$ cat src/rtl/fpnew_opgroup_issue_sched.sv
// -----------------------------------------------------------------------------
// fpnew_opgroup_issue_sched
//
// In-order issue/retire scheduler between the FPU dispatch and its operation
// group blocks. Each accepted operation goes to the group selected by
// in_group_i. Its group index is pushed into an order queue. Only the group at
// the head of that queue gets the single result port, so results retire in
// issue order even when group latencies differ.
//
// Ports
//   clk_i, rst_i         clock, synchronous active-high reset
//   flush_i              drop all in-flight bookkeeping
//   in_valid_i/in_ready_o, in_group_i
//                        operation request, its handshake and its target group
//   grp_in_valid_o/grp_in_ready_i
//                        per-group issue handshake (valid is one-hot)
//   grp_out_valid_i/grp_out_ready_o
//                        per-group result handshake (grant only to the head)
//   grp_result_i, grp_status_i
//                        per-group result and flags, group g at slice g
//   out_valid_o/out_ready_i, result_o, status_o
//                        retired result port
//   outstanding_o, busy_o
//                        occupancy of the order queue
// -----------------------------------------------------------------------------
module fpnew_opgroup_issue_sched #(
    parameter int unsigned NumGroups = 4,
    parameter int unsigned Depth     = 8,
    parameter int unsigned Width     = 32,
    localparam int unsigned GW = $clog2(NumGroups),
    localparam int unsigned CW = $clog2(Depth + 1)
) (
    input  logic                       clk_i,
    input  logic                       rst_i,
    input  logic                       flush_i,
    input  logic                       in_valid_i,
    input  logic [GW-1:0]              in_group_i,
    output logic                       in_ready_o,
    output logic [NumGroups-1:0]       grp_in_valid_o,
    input  logic [NumGroups-1:0]       grp_in_ready_i,
    input  logic [NumGroups-1:0]       grp_out_valid_i,
    output logic [NumGroups-1:0]       grp_out_ready_o,
    input  logic [NumGroups*Width-1:0] grp_result_i,
    input  logic [NumGroups*5-1:0]     grp_status_i,
    output logic                       out_valid_o,
    input  logic                       out_ready_i,
    output logic [Width-1:0]           result_o,
    output logic [4:0]                 status_o,
    output logic [CW-1:0]              outstanding_o,
    output logic                       busy_o
);

    localparam int unsigned PW = $clog2(Depth);

    logic [GW-1:0]        order_q [Depth];
    logic [PW-1:0]        wp;
    logic [PW-1:0]        rp;
    logic [CW-1:0]        cnt;

    logic                 full;
    logic                 empty;
    logic                 blocked;
    logic                 can_issue;
    logic                 grant;
    logic                 push;
    logic                 pop;
    logic [GW-1:0]        head;
    logic [NumGroups-1:0] in_sel;
    logic [NumGroups-1:0] head_sel;

    assign full    = (cnt == CW'(Depth));
    assign empty   = (cnt == '0);
    assign blocked = flush_i | rst_i;
    assign head    = order_q[rp];

    // Decoded one-hot selects. An out-of-range group index decodes to all
    // zeros, which keeps both the request and the ready low.
    // head_sel is masked by !empty so a stale queue entry never selects a group.
    always_comb begin
        in_sel   = '0;
        head_sel = '0;
        for (int g = 0; g < int'(NumGroups); g++) begin
            in_sel[g]   = (in_group_i == GW'(g));
            head_sel[g] = !empty && (head == GW'(g));
        end
    end

    // Issue side: full blocks even when a pop happens in the same cycle.
    assign can_issue      = !full & !blocked;
    assign grp_in_valid_o = in_sel & {NumGroups{in_valid_i & can_issue}};
    assign in_ready_o     = (|(in_sel & grp_in_ready_i)) & can_issue;
    assign push           = in_valid_i & in_ready_o;

    // Retire side: head_sel comes from registers only, so the valid path is a
    // single NumGroups-wide AND-OR regardless of Depth.
    assign grant           = out_ready_i & !blocked;
    assign grp_out_ready_o = head_sel & {NumGroups{grant}};
    assign out_valid_o     = (|(head_sel & grp_out_valid_i)) & !blocked;
    assign pop             = out_valid_o & out_ready_i;

    // Result mux; head_sel is all zeros when empty so the outputs read 0.
    always_comb begin
        result_o = '0;
        status_o = '0;
        for (int g = 0; g < int'(NumGroups); g++) begin
            if (head_sel[g]) begin
                result_o = result_o | grp_result_i[g*Width +: Width];
                status_o = status_o | grp_status_i[g*5 +: 5];
            end
        end
    end

    function automatic logic [PW-1:0] ptr_inc(input logic [PW-1:0] p);
        return (p == PW'(Depth - 1)) ? '0 : p + PW'(1);
    endfunction

    always_ff @(posedge clk_i) begin
        if (rst_i || flush_i) begin
            wp  <= '0;
            rp  <= '0;
            cnt <= '0;
        end else begin
            if (push) begin
                wp <= ptr_inc(wp);
            end
            if (pop) begin
                rp <= ptr_inc(rp);
            end
            if (push && !pop) begin
                cnt <= cnt + CW'(1);
            end else if (pop && !push) begin
                cnt <= cnt - CW'(1);
            end
        end
    end

    // Queue storage needs no reset: entries are only read while cnt covers them.
    always_ff @(posedge clk_i) begin
        if (push) begin
            order_q[wp] <= in_group_i;
        end
    end

    assign outstanding_o = cnt;
    assign busy_o        = (cnt != '0);

endmodule

$ cat config.mk
export PLATFORM = sky130hd
export DESIGN_NAME = fpnew_opgroup_issue_sched
export DESIGN_NICKNAME = d
export VERILOG_FILES = /design/src/rtl/fpnew_opgroup_issue_sched.sv
export SDC_FILE = /design/constraint.sdc
export NUM_CORES = 1
export LEC_CHECK = 0
export CAP_MARGIN = 30
export CORE_AREA = 2 2 84 86
export CTS_BUF_LIST = sky130_fd_sc_hd__clkbuf_2
export DETAILED_ROUTE_END_ITERATION = 8
export DIE_AREA = 0 0 86 88
export DONT_BUFFER_PORTS = 1
export PLACE_DENSITY = 0.61
export SLEW_MARGIN = 25
export SYNTH_ARGS = -nofsm -noshare
export SYNTH_HDL_FRONTEND = slang
export SYNTH_SLANG_ARGS = --single-unit
$ cat constraint.sdc
create_clock -name clk_i -period 3.27 [get_ports clk_i]
set_input_delay 0.654 -clock clk_i [delete_from_list [all_inputs] [get_ports clk_i]]
set_output_delay 0.654 -clock clk_i [all_outputs]
set_load 0.01 [all_outputs]
Word level (Yosys, flattened, before mapping)
Memory sizes are Yosys's and may differ from the RTL's. A register that Yosys moved wholly into a read port is not among the register bits.
Index checks and enable logic that the tools add are counted.
{"block": "totals", "output_inout_bits": 52, "ramBits": 16, "regBits": 10, "n_memories": 1, "wordCells": 70, "inputBits": 163}
{"block": "op_classes", "n_bitwise": 18, "n_eq_ne": 9, "mux": 16, "reduce_logical": 19, "add_sub_neg": 4}
{"memory": "order_q", "depth": 8, "width": 2, "read_ports": 1, "rd_clocked_by_memory_dff": 1, "wr": 1, "line": "55", "rtl": "logic [GW-1:0] order_q [Depth];"}
{"op": "$mux 32", "n": 4}
{"op": "$or 32x32->32", "n": 3}
{"op": "$mux 5", "n": 4}
{"op": "$and 4x4->4", "n": 4}
{"op": "$or 5x5->5", "n": 3}
{"op": "$mux 3", "n": 4}
{"op": "$eq 2x2->1 const B", "n": 4}
{"op": "$mux 4", "n": 2}
{"op": "$reduce_or 4->1", "n": 2}
{"op": "$and 1x1->1", "n": 7}
{"op": "$add 3x1->3 const B", "n": 2}
{"op": "$eq 3x3->1 const B", "n": 2}
{"op": "$logic_and 1x1->1", "n": 6}
{"op": "$logic_not 1->1", "n": 5}
{"op": "$add 4x1->4 const B", "n": 1}
{"op": "$eq 2x1->1 const B", "n": 2}
{"op": "$eq 4x4->1 const B", "n": 1}
{"op": "$logic_not 2->1", "n": 2}
{"op": "$logic_not 4->1", "n": 1}
{"op": "$reduce_bool 4->1", "n": 1}
{"op": "$sub 4x1->4 const B", "n": 1}
{"op": "$mux 1", "n": 2}
{"op": "$reduce_bool 2->1", "n": 1}
{"op": "$logic_or 1x1->1", "n": 1}
{"op": "$or 1x1->1", "n": 1}

Depth between registers and ports, before layout
Gate-level depths: netlist (run 1).
{"block": "logic_depth", "depth_word": 10, "ltp_mapped": 14, "depth_no_buf": 12}

Worst setup path before layout (run 1)
OpenSTA, ideal clock, no wires.
{"block": "synth_path", "path_kind": "input-to-reg", "from": "input rst_i", "to": "register cnt[3], in the netlist outstanding_o[3]", "path_slack_ns": 0.229, "n_path_buf": 1, "cell_stages": 13, "arrival_time_ns": 2.971, "setup_time_ns": 0.071, "cell_sequence": "or2_0 clkbuf_1 a211oi_1 nand2_1 inv_1 ha_1 inv_1 ha_1 a21o_1 a21oi_1 xnor2_1 or3_1 a21oi_1"}
{"block": "synth_via", "elab_chain_len": 8, "word_cells_on_any_way": 14}
{"element": "from (decl)", "line": "34", "rtl": "input logic rst_i,"}
{"element": "$or 1x1->1 (*)", "line": "73", "rtl": "assign blocked = flush_i | rst_i;"}
{"element": "$logic_not 1->1 (*)", "line": "89", "rtl": "assign can_issue = !full & !blocked;"}
{"element": "$and 1x1->1 (*)", "line": "89"}
{"element": "$and 1x1->1 (*)", "line": "91", "rtl": "assign in_ready_o = (|(in_sel & grp_in_ready_i)) & can_issue;"}
{"element": "$and 1x1->1 (*)", "line": "92", "rtl": "assign push = in_valid_i & in_ready_o;"}
{"element": "via push", "line": "65", "rtl": "logic push;"}
{"element": "$logic_not 1->1", "line": "131", "rtl": "end else if (pop && !push) begin"}
{"element": "$logic_and 1x1->1", "line": "131"}
{"element": "$reduce_bool 2->1 (no source line)"}
{"element": "to (signal assigned)", "line": "130", "rtl": "cnt <= cnt + CW'(1);"}
{"element": "to (signal assigned)", "line": "132", "rtl": "cnt <= cnt - CW'(1);"}
{"element": "to (decl)", "line": "58", "rtl": "logic [CW-1:0] cnt;"}
The timed path passes the listed nets; every way through them passes the cells marked *.
A chain may end at the register's enable or synchronous reset.

==> results of run 1 <==
==> metal layers <==
layer / GRT usage, % / wire length, um
met2: 35.2 / 4070
met4: 5.05 / 110
met5: 0 / 0
met1: 28.3 / 3680
met3: 8.29 / 996
==> worst max-delay path by stage <==
stage          slack (ns)  cells past startpoint      start                to
4_1_cts              0.01                     12  flip-flop  outstanding_o[3]
6_report             0.05                      6  flip-flop       result_o[5]
5_1_grt             -0.05                     12  flip-flop  outstanding_o[3]
3_5_place_dp        -0.07                     12  flip-flop  outstanding_o[3]
3_3_place_gp         0.09                     12  flip-flop  outstanding_o[3]
2_1_floorplan        0.23                     13      rst_i  outstanding_o[3]
==> worst max-delay path, delay by kind of cell (launching register included) <==
kind	cells	cell delay, ns
muxes	3	0.98
DFF	1	0.41
buffers and inverters	2	0.47
AOI/OAI and AO/OA	1	0.29
==> power by group through the flow <==
stage / Combinational (W) / Clock [W] / Sequential [W]
floorplan: 0.000113 / 0 / 0.000396
global route: 0.000185 / 0.000202 / 0.000387
global placement: 0.000162 / 0 / 0.000396
finish: 0.000171 / 0.000179 / 0.000387
detailed placement: 0.000166 / 0 / 0.000396
CTS: 0.000168 / 0.000185 / 0.000388
==> stage by stage <==
stage / setup TNS, ns / instance area, sq um
final: 0 / 3000
after global routing: -0.100 / 3000
after CTS: 0 / 2960
after detailed placement: -0.0700 / 2910
after global placement: 0 / 2910
after floorplan: 0 / 2550
==> cell type report <==
type,count,share of cell area [%]
Clock buffer,5,0.833
Inverter,4,0.500
Multi-Input combinational cell,211,57.8
Timing Repair Buffer,47,12.2
Sequential cell,29,24.8
Tap cell,80,3.33
Clock inverter,3,0.583
==> timing repair <==
item | in CTS | in global routing
resized for setup | 1 | 9
cloned | 1 | 0
setup endpoints to repair | 31 | 28
pin swaps | 1 | 0
==> cells by family (layout without fill, tap and decap cells) <==
family / after synthesis / after routing / share of synthesized area, %
mux: 90 / 90 / 36.4
buf+inv: 23 / 59 / 5.44
fa+ha+maj: 8 / 8 / 4.21
flops: 29 / 29 / 29.0
simple gates: 53 / 53 / 9.84
xor+xnor: 3 / 3 / 1.03
compound gates: 56 / 57 / 14.1
==> Yosys cell counts, types with 2 or more instances <==
library cell | count | share of area [%]
o22ai_1 | 37 | 9.1
mux2i_1 | 87 | 34
dfxtp_1 | 13 | 10
nor2_1 | 16 | 2.4
a21oi_1 | 8 | 1.6
ha_1 | 7 | 3.4
nor3_1 | 5 | 0.98
nand2_1 | 14 | 2.1
nand3_1 | 2 | 0.39
buf_6 | 6 | 2.6
inv_1 | 4 | 0.59
o21ai_0 | 2 | 0.39
and3_1 | 2 | 0.49
or3_1 | 2 | 0.49
edfxtp_1 | 16 | 19
nand2b_1 | 3 | 0.73
xnor2_1 | 2 | 0.69
buf_2 | 6 | 1.2
and2_1 | 2 | 0.49
nor2b_1 | 2 | 0.49
a22oi_1 | 2 | 0.59
clkbuf_1 | 6 | 0.88
mux4_2 | 2 | 1.8
a22o_1 | 2 | 0.69
==> results.json, run 1 <==
{
  "status": "completed",
  "nets": 469,
  "pwr-share-clk_pct": 24.3,
  "hold_slack_ns": 0.382,
  "worstMarginPinSlew_ns": 0.604,
  "power.switching_w": 0.000219,
  "finalCriticalPeriod_ns": 3.22,
  "pre_cts_ws_ns": -0.0700,
  "critical_path.slowest_cell": "mux4_4",
  "synth_enable_flop_cells": 16,
  "hold_violations": 0,
  "min_to": "order_q[4][1]",
  "fill_cells": 647,
  "cp-end-kind": "output pin",
  "multi_input_area_sq_um": 1740,
  "drc": 0,
  "leakage_nw": 1.32,
  "critical_path_class": "reg -> out",
  "post_cts_buffers": 0,
  "vias": 2325,
  "combPwrFrac_pct": 23.2,
  "finalCritPeriodShare_pct": 98.3,
  "yosysSeqAreaShare_pct": 29.0,
  "min_path_type": "in -> reg",
  "coreArea_sq_um": 6640,
  "layout_common_cells": "mux2i_1 (86), buf_4 (46), o22ai_1 (35)",
  "viasPerCell": 6.13,
  "die_w_um": 86,
  "wirelength_um": 8850,
  "layout_commonest_cell": "mux2i_1",
  "register_area_sq_um": 744,
  "netlist_area_sq_um": 2550,
  "clk_latency_ns": 0.35,
  "postCtsHoldBufs": 0,
  "post_synth.cell_area_avg_sq_um": 9.75,
  "dp.cells": 370,
  "wl_per_cell_um": 23.4,
  "track_usage_pct": 22.0,
  "fin_util_pct": 45.2,
  "setup_viol": 0,
  "start_util_pct": 38.5,
  "grt_pass1_vias": 2264,
  "fin_skew_ns": 0.00818,
  "r2r-end": "outstanding_o[3]",
  "yosys_most_used_dff": "edfxtp_1",
  "synth_seq_cells": 29,
  "synth_cell_types": 38,
  "power_density_nw_per_um2": 245,
  "seq_power_share_pct": 52.5,
  "place_hpwl_um": 7170,
  "p_int_w": 0.000518,
  "syn_to_final_growth_pct": 17.5,
  "setup_ws_ns": 0.0549,
  "drt_iter0_drc": 51,
  "place.port_buffers": 0,
  "min_from": "in_group_i[1]",
  "worstSetupStartpointType": "flip-flop",
  "rows": 30,
  "r2r_cells": 12,
  "fmax_mhz": 311,
  "cts_root_buf": "clkbuf_2",
  "hold_depth": 0,
  "yosysWarnings": 0,
  "cts.sinks": 29,
  "syn-num-nets": 433,
  "reg2reg_slack_ns": 0.11,
  "async_reset_ff_share_pct": 0,
  "path_cells": "mux2i_1, mux4_4, buf_12, mux2i_1, o22ai_1, buf_4",
  "die_y_um": 88,
  "grt_overflow": 0,
  "die_area_sq_um": 7570,
  "slowest_delay_ns": 0.68,
  "drive_gt1_share_pct": 23.1,
  "ioPinCount": 215,
  "grt_antenna_before_repair": 0,
  "switching_share_pct": 29.7,
  "synthCells": 262,
  "numCtsBuffers": 5,
  "grt_pass1_wl_um": 12500,
  "diodes": 0,
  "cap_violations": 0,
  "drtPass1Iterations": 4,
  "cts_tree": "built",
  "h-tree-depth": 2,
  "drv_slew": 0,
  "cpMostUsedCell": "mux2i_1",
  "maxSlewHeadroom_pct": 59.6,
  "cp.required_ns": 2.62,
  "crit_fanout": 77,
  "grt_start_max_net_pins": 78,
  "ant_nets": 0,
  "cts_buffer_depth": 2,
  "power_w": 0.000737,
  "place_congestion": 0.931,
  "ir_drop_mv": 0.186,
  "fin_cells": 379,
  "worstPathArrival_ns": 2.56,
  "clk_pin_slew_worst_paths_ns": 0.16,
  "rsz0062_at_grt": "yes"
}
(Power assumes the default switching activity.)
==> inputs of run 2 (changes only) <==
==> constraint.sdc (replaced) <==
create_clock -name clk_i -period 3.2 [get_ports clk_i]
set_input_delay 0.64 -clock clk_i [delete_from_list [all_inputs] [get_ports clk_i]]
set_output_delay 0.64 -clock clk_i [all_outputs]
set_load 0.01 [all_outputs]
==> run 2 against run 1 <==
  * Design area increased by 2.7%
  * Global-route usage decreased by 0.98 points
  * Clock power increased by 89%
  * Combinational power increased by 2%
  * Final cell count increased by 1.1%
  * Sequential share of layout area decreased by 0.64 points
  * Clock-buffer cell count unchanged
  * Worst setup slack got worse by 0.019 ns
  * Clock skew increased by 0.0073 ns
  * Sequential power increased by 2%
  * Highest routed layer unchanged
==> results.json, run 2 (synthesis gave the netlist of run 1 again) <==
{
  "worstMarginPinSlew_ns": 0.506,
  "fmax_mhz": 316,
  "dpl-instance-area_sq_um": 2960,
  "crit_fanout": 77,
  "status": "completed",
  "post_cts_buffers": 0,
  "diodes": 0,
  "nets": 473,
  "viasPerCell": 5.95,
  "cts_buffer_depth": 2,
  "drt_iter0_drc": 63,
  "cts_root_buf": "clkbuf_2",
  "min_path_type": "in -> reg",
  "cp-end-kind": "output pin",
  "hold_violations": 0,
  "start_util_pct": 38.5,
  "rsz0062_at_grt": "yes",
  "ant_nets": 0,
  "clk_pin_slew_worst_paths_ns": 0.16,
  "setup_ws_ns": 0.0355,
  "slowest_delay_ns": 0.69,
  "place_hpwl_um": 6980,
  "cp.required_ns": 2.56,
  "postCtsHoldBufs": 0,
  "worstSetupStartpointType": "flip-flop",
  "die_area_sq_um": 7570,
  "leakage_nw": 1.37,
  "die_y_um": 88,
  "vias": 2280,
  "critical_path.slowest_cell": "mux4_4",
  "use_met1_pct": 27.8,
  "clk_latency_ns": 0.35,
  "grt_use_met2_pct": 31.4,
  "grt_overflow": 0,
  "cts.sinks": 29,
  "wirelength_um": 8390,
  "die_w_um": 86,
  "finalCriticalPeriod_ns": 3.16,
  "maxSlewHeadroom_pct": 66.3,
  "fill_cells": 617,
  "crit_cells": 6,
  "busiest_layer": "met2",
  "drtPass1Iterations": 4,
  "setup_viol": 0,
  "pre_cts_ws_ns": -0.0131,
  "grt_pass1_vias": 2168,
  "h-tree-depth": 2,
  "fin_util_pct": 46.4,
  "drive_gt1_share_pct": 23.8,
  "hold_depth": 0,
  "numCtsBuffers": 5,
  "combPwrFrac_pct": 19.3,
  "drv_slew": 0,
  "grt_pass1_wl_um": 11900,
  "r2r_cells": 12,
  "cap_violations": 0,
  "power_density_nw_per_um2": 295,
  "coreArea_sq_um": 6640,
  "place.port_buffers": 0,
  "place_congestion": 0.923,
  "critPathBufInv": 2,
  "seq_power_share_pct": 43.5,
  "grt_start_max_net_pins": 78,
  "p_int_w": 0.000691,
  "syn_to_final_growth_pct": 20.7,
  "ioPinCount": 215,
  "critPathTopFamily": "multiplexers",
  "cpMostUsedCell": "mux2i_1",
  "layout_common_cells": "mux2i_1 (86), buf_4 (50), o22ai_1 (35)",
  "worstPathArrival_ns": 2.52,
  "fin_skew_ns": 0.0155,
  "finalCritPeriodShare_pct": 98.9,
  "rows": 30,
  "switching_share_pct": 24.0,
  "layout_commonest_cell": "mux2i_1",
  "drc": 0,
  "wl_per_cell_um": 21.9,
  "grt_antenna_before_repair": 0,
  "ir_drop_mv": 0.242,
  "critical_path_class": "reg -> out",
  "path_cells": "mux2i_1, mux4_4, buf_12, mux2i_1, o22ai_1, buf_4",
  "pwr-share-clk_pct": 37.3,
  "cts_tree": "built",
  "track_usage_pct": 21.0,
  "fin_area_sq_um": 3080,
  "power.switching_w": 0.000219,
  "grtUsageMet3_pct": 9.61
}
==> run 2: what timing repair did <==
item | in CTS | in global routing
setup endpoints to repair | 9 | 11
gates resized for setup | 1 | 7
gates cloned | 0 | 0
==> run 2: power groups by stage <==
stage | logic [W] | clock network [W] | registers (W)
floorplan | 0.000116 | 0 | 0.000405
CTS | 0.000173 | 0.000344 | 0.000396
global placement | 0.000170 | 0 | 0.000404
detailed placement | 0.000172 | 0 | 0.000404
global route | 0.000191 | 0.000359 | 0.000396
finish | 0.000175 | 0.000339 | 0.000395
==> run 2: area by class of cell <==
class	instances	area, sq um	area share (%)
Clock buffer	5	25.0	0.812
Clock inverter	3	65.1	2.11
Inverter	4	15.0	0.487
Multi-Input combinational cell	210	1720	55.7
Sequential cell	29	744	24.1
Tap cell	80	100	3.25
Timing Repair Buffer	52	415	13.5
==> run 2: final timing paths <==
| check | start | endpoint | slack (ns) |
|---|---|---|---|
| min reg2reg | rp[0] | flip-flop | 0.51 |
| min | in_group_i[1] | order_q[7][1] | 0.37 |
| max reg2reg | flip-flop | outstanding_o[3] | 0.10 |
| max | flip-flop | result_o[6] | 0.04 |
==> run 2: per-layer routing <==
metal	vias up	wire length [um]	part of all wire [%]
li1	1083	-	-
met4	0	84	1.0
met5	-	0	0
met2	143	3760	45
met1	1048	3480	41
met3	6	1070	13
==> run 2: worst register-to-register path, stage by stage, from the launching register on <==
cell,delay (ns)
dfxtp_4,0.40
mux2i_1,0.12
mux4_4,0.69
mux2i_4,0.24
o22a_4,0.22
ha_1,0.21
inv_2,0.08
ha_1,0.22
a21o_1,0.19
a21oi_2,0.15
xnor2_1,0.09
or3_1,0.30
a21oi_1,0.14
==> run 2: through the flow <==
step                      hold slack [ns]  TNS, ns  power [W]  std cells
after floorplan                     0.458        0   0.000520        262
after global routing                0.326   -0.242   0.000945        383
after global placement              0.476        0   0.000574        375
final                               0.366        0   0.000910        383
after CTS                           0.346        0   0.000912        383
after detailed placement            0.489  -0.0131   0.000576        375
